--- src/rtl/bus_arbiter.sv ---
// bus_arbiter: serialises N bus masters onto one memory port with configurable wait states and one-cycle acks.
// Define BUS_ARB_RR_EN for round-robin arbitration; undefined gives fixed priority (index 0 highest).
module bus_arbiter #(
  parameter int unsigned NUM_MASTERS = 2,
  parameter int unsigned ADDR_W      = 16,
  parameter int unsigned DATA_W      = 8,
  parameter int unsigned WAIT_STATES = 0
) (
  input  logic                          clk,
  input  logic                          rst_n,
  input  logic [NUM_MASTERS-1:0]        m_req,
  input  logic [NUM_MASTERS-1:0]        m_we,
  input  logic [NUM_MASTERS*ADDR_W-1:0] m_addr,
  input  logic [NUM_MASTERS*DATA_W-1:0] m_wdata,
  output logic [NUM_MASTERS-1:0]        m_gnt,
  output logic [NUM_MASTERS-1:0]        m_ack,
  output logic [DATA_W-1:0]             m_rdata,
  output logic                          mem_rd_en,
  output logic                          mem_wr_en,
  output logic [ADDR_W-1:0]             mem_addr,
  output logic [DATA_W-1:0]             mem_wdata,
  input  logic [DATA_W-1:0]             mem_rdata,
  output logic                          busy
);

  localparam int unsigned IDX_W = (NUM_MASTERS > 1) ? $clog2(NUM_MASTERS) : 1;
  localparam int unsigned CNT_W = 4;

  typedef enum logic [1:0] {S_IDLE, S_ACCESS, S_ACK} state_e;

  state_e                  state_q, state_d;
  logic [IDX_W-1:0]        owner_q, owner_d;
  logic                    we_q, we_d;
  logic [ADDR_W-1:0]       addr_q, addr_d;
  logic [DATA_W-1:0]       wdata_q, wdata_d;
  logic [CNT_W-1:0]        cnt_q, cnt_d;
  logic [NUM_MASTERS-1:0]  gnt_q, gnt_d;
  logic [NUM_MASTERS-1:0]  ack_q, ack_d;
  logic [DATA_W-1:0]       rdata_q, rdata_d;
  logic                    rd_en_q, rd_en_d;
  logic                    wr_en_q, wr_en_d;
  logic [ADDR_W-1:0]       mem_addr_q, mem_addr_d;
  logic [DATA_W-1:0]       mem_wdata_q, mem_wdata_d;
  logic                    busy_q, busy_d;
`ifdef BUS_ARB_RR_EN
  logic [IDX_W-1:0]        ptr_q, ptr_d;
`endif

  logic                    any_req_c;
  logic [IDX_W-1:0]        win_c;
  logic                    win_we_c;
  logic [ADDR_W-1:0]       win_addr_c;
  logic [DATA_W-1:0]       win_wdata_c;

  function automatic logic [NUM_MASTERS-1:0] onehot(input logic [IDX_W-1:0] idx);
    return NUM_MASTERS'(1) << idx;
  endfunction

  // Winner selection among current requests
  always_comb begin
    logic [NUM_MASTERS-1:0] sh;
    any_req_c = 1'b0;
    win_c     = '0;
    sh        = '0;
`ifdef BUS_ARB_RR_EN
    for (int unsigned k = 0; k < NUM_MASTERS; k++) begin
      int unsigned idx;
      idx = int'(ptr_q) + k;
      if (idx >= NUM_MASTERS) idx = idx - NUM_MASTERS;
      sh = m_req >> idx;
      if (!any_req_c && sh[0]) begin
        any_req_c = 1'b1;
        win_c     = IDX_W'(idx);
      end
    end
`else
    for (int i = int'(NUM_MASTERS) - 1; i >= 0; i--) begin
      sh = m_req >> i;
      if (sh[0]) begin
        any_req_c = 1'b1;
        win_c     = IDX_W'(i);
      end
    end
`endif
  end

  always_comb begin
    logic [NUM_MASTERS-1:0] we_sh;
    we_sh       = m_we >> win_c;
    win_we_c    = we_sh[0];
    win_addr_c  = ADDR_W'(m_addr >> (int'(win_c) * ADDR_W));
    win_wdata_c = DATA_W'(m_wdata >> (int'(win_c) * DATA_W));
  end

  // Next-state and registered-output computation
  always_comb begin
    state_d     = state_q;
    owner_d     = owner_q;
    we_d        = we_q;
    addr_d      = addr_q;
    wdata_d     = wdata_q;
    cnt_d       = cnt_q;
    gnt_d       = gnt_q;
    ack_d       = '0;
    rdata_d     = rdata_q;
    rd_en_d     = 1'b0;
    wr_en_d     = 1'b0;
    mem_addr_d  = '0;
    mem_wdata_d = '0;
`ifdef BUS_ARB_RR_EN
    ptr_d       = ptr_q;
`endif
    unique case (state_q)
      S_IDLE: begin
        gnt_d = '0;
        if (any_req_c) begin
          state_d     = S_ACCESS;
          owner_d     = win_c;
          we_d        = win_we_c;
          addr_d      = win_addr_c;
          wdata_d     = win_wdata_c;
          cnt_d       = CNT_W'(WAIT_STATES);
          gnt_d       = onehot(win_c);
          rd_en_d     = !win_we_c;
          wr_en_d     = win_we_c;
          mem_addr_d  = win_addr_c;
          mem_wdata_d = win_we_c ? win_wdata_c : '0;
`ifdef BUS_ARB_RR_EN
          ptr_d = (int'(win_c) == int'(NUM_MASTERS) - 1) ? '0 : win_c + IDX_W'(1);
`endif
        end
      end
      S_ACCESS: begin
        if (cnt_q == '0) begin
          state_d = S_ACK;
          ack_d   = onehot(owner_q);
          if (!we_q) rdata_d = mem_rdata;
        end else begin
          cnt_d       = cnt_q - CNT_W'(1);
          rd_en_d     = !we_q;
          wr_en_d     = we_q;
          mem_addr_d  = addr_q;
          mem_wdata_d = we_q ? wdata_q : '0;
        end
      end
      S_ACK: begin
        state_d = S_IDLE;
        gnt_d   = '0;
      end
      default: begin
        state_d = S_IDLE;
        gnt_d   = '0;
      end
    endcase
    busy_d = (state_d != S_IDLE);
  end

  always_ff @(posedge clk) begin
    if (!rst_n) begin
      state_q     <= S_IDLE;
      owner_q     <= '0;
      we_q        <= 1'b0;
      addr_q      <= '0;
      wdata_q     <= '0;
      cnt_q       <= '0;
      gnt_q       <= '0;
      ack_q       <= '0;
      rdata_q     <= '0;
      rd_en_q     <= 1'b0;
      wr_en_q     <= 1'b0;
      mem_addr_q  <= '0;
      mem_wdata_q <= '0;
      busy_q      <= 1'b0;
`ifdef BUS_ARB_RR_EN
      ptr_q       <= '0;
`endif
    end else begin
      state_q     <= state_d;
      owner_q     <= owner_d;
      we_q        <= we_d;
      addr_q      <= addr_d;
      wdata_q     <= wdata_d;
      cnt_q       <= cnt_d;
      gnt_q       <= gnt_d;
      ack_q       <= ack_d;
      rdata_q     <= rdata_d;
      rd_en_q     <= rd_en_d;
      wr_en_q     <= wr_en_d;
      mem_addr_q  <= mem_addr_d;
      mem_wdata_q <= mem_wdata_d;
      busy_q      <= busy_d;
`ifdef BUS_ARB_RR_EN
      ptr_q       <= ptr_d;
`endif
    end
  end

  assign m_gnt     = gnt_q;
  assign m_ack     = ack_q;
  assign m_rdata   = rdata_q;
  assign mem_rd_en = rd_en_q;
  assign mem_wr_en = wr_en_q;
  assign mem_addr  = mem_addr_q;
  assign mem_wdata = mem_wdata_q;
  assign busy      = busy_q;

endmodule

--- config.mk ---
export PLATFORM = sky130hd
export DESIGN_NAME = bus_arbiter
export DESIGN_NICKNAME = d
export VERILOG_FILES = /design/src/rtl/bus_arbiter.sv
export SDC_FILE = /design/constraint.sdc
export NUM_CORES = 1
export LEC_CHECK = 0
export CORE_UTILIZATION = 46
export CTS_BUF_LIST = sky130_fd_sc_hd__clkbuf_4
export CTS_CLUSTER_DIAMETER = 50
export DETAILED_ROUTE_END_ITERATION = 6
export PLACE_DENSITY = 0.81
export SYNTH_ARGS = -nofsm -noshare
export SYNTH_HDL_FRONTEND = slang
export SYNTH_SLANG_ARGS = --single-unit
--- constraint.sdc ---
create_clock -name clk -period 2.2 [get_ports clk]
set_input_delay 0.22 -clock clk [delete_from_list [all_inputs] [get_ports clk]]
set_output_delay 0.22 -clock clk [all_outputs]
set_load 0.02 [all_outputs]
Word level (Yosys, flattened, before mapping)
Cells that the tools add are included.
{"block": "word_totals", "regBits": 71, "latch_bits": 0, "ram_bits": 0, "romBits": 0, "output_inout_bits": 39, "word_cells": 59, "memories": 0}
{"block": "classes", "n_addsub": 1, "multipliers": 0, "div_mod_pow": 0, "order_cmp": 0, "n_eq_ne": 3, "shifts": 5, "mux": 25, "bitwise": 1, "reduce_logical": 10}
{"operator": "$mux W16", "n": 2}
{"operator": "$mux W8", "n": 4}
{"operator": "$pmux W16 S2", "n": 1}
{"operator": "$shr A32 B5 Y16", "n": 1}
{"operator": "$pmux W8 S2", "n": 1}
{"operator": "$shr A16 B4 Y8", "n": 1}
{"operator": "$reduce_and A3 Y1", "n": 3}
{"operator": "$mux W4", "n": 2}
{"operator": "$pmux W2 S2", "n": 2}
{"operator": "$pmux W4 S2", "n": 1}
{"operator": "$mux W1", "n": 7}
{"operator": "$mux W2", "n": 3}
{"operator": "$logic_not A4 Y1", "n": 1}
{"operator": "$ne A2 B2 Y1 const B", "n": 2}
{"operator": "$pmux W1 S2", "n": 2}
{"operator": "$reduce_bool A2 Y1", "n": 2}
{"operator": "$shl A1 B1 Y2 const A", "n": 2}
{"operator": "$sub A4 B1 Y4 const B", "n": 1}
{"operator": "$eq A2 B1 Y1 const B", "n": 1}
{"operator": "$logic_not A1 Y1", "n": 2}
{"operator": "$logic_not A2 Y1", "n": 1}
{"operator": "$reduce_and A2 Y1", "n": 1}
{"operator": "$shr A2 B1 Y1", "n": 1}
{"operator": "$not A1 Y1", "n": 1}

Longest topological paths before layout
{"block": "depth", "depth_word": 6, "depth_mapped": 7}

Worst setup path before layout
OpenSTA, ideal clock, no wires.
{"block": "synth_timing", "path_kind": "reg-to-reg", "startpoint": "register cnt_q[0]", "endpoint": "register rdata_q[0], in the netlist m_rdata[0]", "arrival_ps": 1604, "required_ps": 2084, "path_slack_ps": 480, "stages_incl_launch_ff": 8, "synth_period_minus_slack_ps": 1720, "path_cell_list": "dfxtp_1 inv_1 ha_1 or3b_4 or3_1 buf_6 mux2i_1 nor2b_1"}
{"block": "synth_between", "elab_chain_len": 2}
{"element": "from (decl)", "line_no": "36", "rtl": "logic [CNT_W-1:0] cnt_q, cnt_d;"}
{"element": "from (signal assigned)", "line_no": "183", "rtl": "cnt_q <= cnt_d;"}
{"element": "$logic_not A4 Y1", "line_no": "134", "rtl": "if (cnt_q == '0) begin"}
{"element": "$reduce_and A3 Y1 (no line)"}
{"element": "to (signal assigned)", "line_no": "186", "rtl": "rdata_q <= rdata_d;"}
{"element": "to (decl)", "line_no": "39", "rtl": "logic [DATA_W-1:0] rdata_q, rdata_d;"}
No other way between the ends.
A chain may end at the register's enable or synchronous reset.

Worst setup path after layout
{"block": "layout_timing", "startpoint": "register cnt_q[0]", "endpoint": "register rdata_q[5], in the netlist m_rdata[5]"}
Same word-level chain as after synthesis.

==> results.md <==
* Status: finished clean
* Final min period at roughly 2 ns
* First drt pass iteration count at 5
* Detail Route Antenna Nets at 0
* Total core area at slightly below 6000 sq um
* Post-CTS setup buffers at 0
* Library cells used by synthesis at 38
* P_sw at 0.000760 W
* Routed WL per cell at between 10 and 15 microns
* Die Ht at 80.3 microns
* CP arrival at around 2.3 ns
* Clock skew at 0.0161 ns
* # clock sinks at 71
* Hold WS at between 0.4 and 0.5 ns
* Compound-gate portion of the synthesized area at ~22%
* First-pass GRT wire length at roughly 11000 microns
* Pwr Density at about 740 nW/um^2
* Met3 wire len at around 580 microns
* Clock Tree Buf Depth at 2
* Synth Instances at roughly 300
* Initial antenna violation count at 0
* RSZ-0062 raised after global routing: false
* DIE WIDTH at roughly 80 microns
* Seq cells post-synth at 71
* # hold bufs at CTS at 0
* Final Setup Violations at 0
* Final hold vios at 0
* Part of the power in combinational logic at between 15 and 20%
* Largest family of logic cells by synthesized area: compound AO/OA/AOI/OAI gates
* Number of max-cap violations at 0
* Routed WL at 7090 microns
* Crit path largest cell delay at about 0.57 ns
* Critical path type: reg2reg
* Most frequent cells in the layout: clkdlybuf4s50_1, dfxtp_1, nand2_1
* Fin Setup TNS at 0 ns
* Placed Area at 3890 sq um
* Share of cells above drive strength 1 at 8.72%
* Slew headroom at 69.8%
* Synthesis-to-finish area growth at 44.7%
* Peak supply drop at 0.513 mV
* IO Pins at approximately 100
* Total Routing Usage GR at about 23%
* Ys Warns at 0
* Simple logic cell fraction of the synthesized area at around 17%
* Power share of the clock group at roughly a third
* Pin count of the biggest net entering global routing at 29
* Row count at 28
* Crit share post-route at between 90% and 100%
* Mux cell area share after synthesis at between 4 and 5%
* Congestion Overflow GR at 0
* Slew @ Worst Pin at between 0.4 and 0.5 ns
* GPL Wtd Cong at 0.757
* # nets final at 472
* # diodes at 0
* Initial core utilization at roughly 48%
* Pint at ~0.0022 W
* CTS root buffer: clkbuf_4
* Cell area after layout at 4080 sq um
* Inst Count DP at about 470
* Max stage delay cell, worst path: or3_1
* Uppermost layer routed: met4
* Fmax at ~500 MHz
* Via density at 5.29
* Reg2reg path depth at 6
* Flop pwr share at a little under half
* FF/Latch Area at between 1000 and 1500 sq um
* Clk_lat worst skew at 0.41 ns
* H-tree levels at 3
* Leakage power at roughly 1.6 nW
* CP Cell Sequence: inv_1, ha_1, or3b_4, or3_1, mux2i_1, nor2b_1
* Commonest non-fill, non-tap cell in the layout: clkdlybuf4s50_1
* Synth async-reset ratio at 0%
* Die area at 6440 sq um
* Net Sw Frac at between 20% and 30%
* Max FO, Critical Path at 8
* Element type at the critical path end: flop
* Hold Path Depth at 3
* Met1 WL at 2900 microns
* Synth Area in XOR/XNOR at less than 1%
* Max Slew Vio Count at 0
* Detailed-placement wirelength estimate at between 5000 and 6000 microns
* Ys flop type: dfxtp_1
* Number of buffers created by CTS at 9
* Power, Total at 0.00300 W
* Area of the multi-input gates at roughly 1300 sq um
* Input/output buffers at 100
* Cell Area, Synth at roughly 2800 sq um
* Mean Syn Cell Area at 9.18 sq um
* Post_cts resized at 0
* Metal2 WL at around 3500 microns
* CP Launch Type: flop
* Post-synthesis adder-cell area fraction at 0.888%
* Filler cells at between 400 and 500
* Mapped Nets at about 370
* Worst EP required at about 2.5 ns
* Post-synth EDFFs at 0
* Clk pin slew, worst setup/hold paths at between 0.1 and 0.15 ns
* Post-route DRC at 0
* Vias at 2581
* CTS tree: yes
* Sequential area share after synthesis at between 50% and 60%
* Min-Delay Path Class: in2reg
* Final std cells w/o fill at 488
* Vias in the first global route at 2571
* Iter 0 DRT Violations at 126
per-layer routing:
metal / vias up / global-route usage (%)
met5: - / 0
met4: 0 / 7.50
met3: 9 / 7.39
met2: 90 / 40.9
met1: 1205 / 25.3
li1: 1277 / -
worst paths after layout:
path / from / to / slack [ns]
worst min register to register: addr_q[13]$_SDFFE_PN0P_ / mem_addr[13]$_SDFF_PN0_ / 0.46
worst max-delay path: cnt_q[0]$_SDFFE_PN0P_ / m_rdata[5]$_SDFFE_PN0P_ / 0.20
worst max register to register: cnt_q[0]$_SDFFE_PN0P_ / m_rdata[5]$_SDFFE_PN0P_ / 0.20
worst min-delay path: mem_rdata[0] / m_rdata[0]$_SDFFE_PN0P_ / 0.42
final cells by class:
type	instances	area share (%)
Tap cell	75	2.30
Multi-Input combinational cell	212	31.4
Timing Repair Buffer	112	26.7
Clock inverter	6	2.67
Clock buffer	10	1.84
Inverter	2	0.184
Sequential cell	71	34.8
synth_stat cells (all sizes together), types with 2 or more instances:
cell    instances  share of area [%]
o21a            5                1.3
nand2          64                8.5
o31ai           2               0.53
nand3           4               0.71
nor2            9                1.3
o211a           2               0.71
a21boi         16                4.3
nor3            3               0.53
o21ai          17                3.2
dfxtp          71                 50
nor2b          13                2.9
nor3b           4                1.2
inv             2               0.27
xor2            2               0.62
ha              2               0.89
a22o           15                4.7
a31oi           7                1.6
a32o            7                2.5
clkbuf         12                2.0
and3            3               0.71
a21oi          19                3.4
buf            10                2.0
mux2i          11                3.9
worst max-delay path, delay by kind of cell (launching register included):
kind	cells	cell delay [ns]
adder cells (fa/ha/maj)	1	0.18
buffers and inverters	1	0.10
flip-flops	1	0.34
multiplexers	1	0.24
AND/OR/NAND/NOR	3	1.04
stage by stage:
stage | util (%) | setup slack (ns)
6_report | 68.9 | 0.196
5_1_grt | 68.9 | 0.137
4_1_cts | 68.9 | 0.201
3_5_place_dp | 65.8 | 0.225
3_3_place_gp | 65.8 | 0.335
2_1_floorplan | - | 0.480
cell families after synthesis:
kind of cell	count (synthesis)
simple gates	106
compound gates	90
flops	71
buf+inv	24
mux	12
xor+xnor	2
fa+ha+maj	2
state kept, by name, indices dropped and copies added (netlist names), 2 cells and up:
name / flops
addr_q: 16
mem_addr: 16
m_rdata: 8
mem_wdata: 8
wdata_q: 8
cnt_q: 4
m_ack: 2
m_gnt: 2
state_q: 2
power groups by stage:
stage	combinational, W	clock, W	sequential [W]
3_3_place_gp	0.000531	0	0.00145
6_report	0.000541	0.00104	0.00142
2_1_floorplan	0.000234	0	0.00149
4_1_cts	0.000545	0.00105	0.00142
3_5_place_dp	0.000542	0	0.00145
5_1_grt	0.000587	0.00110	0.00144
No activity file was read; power rests on OpenSTA's default activity.
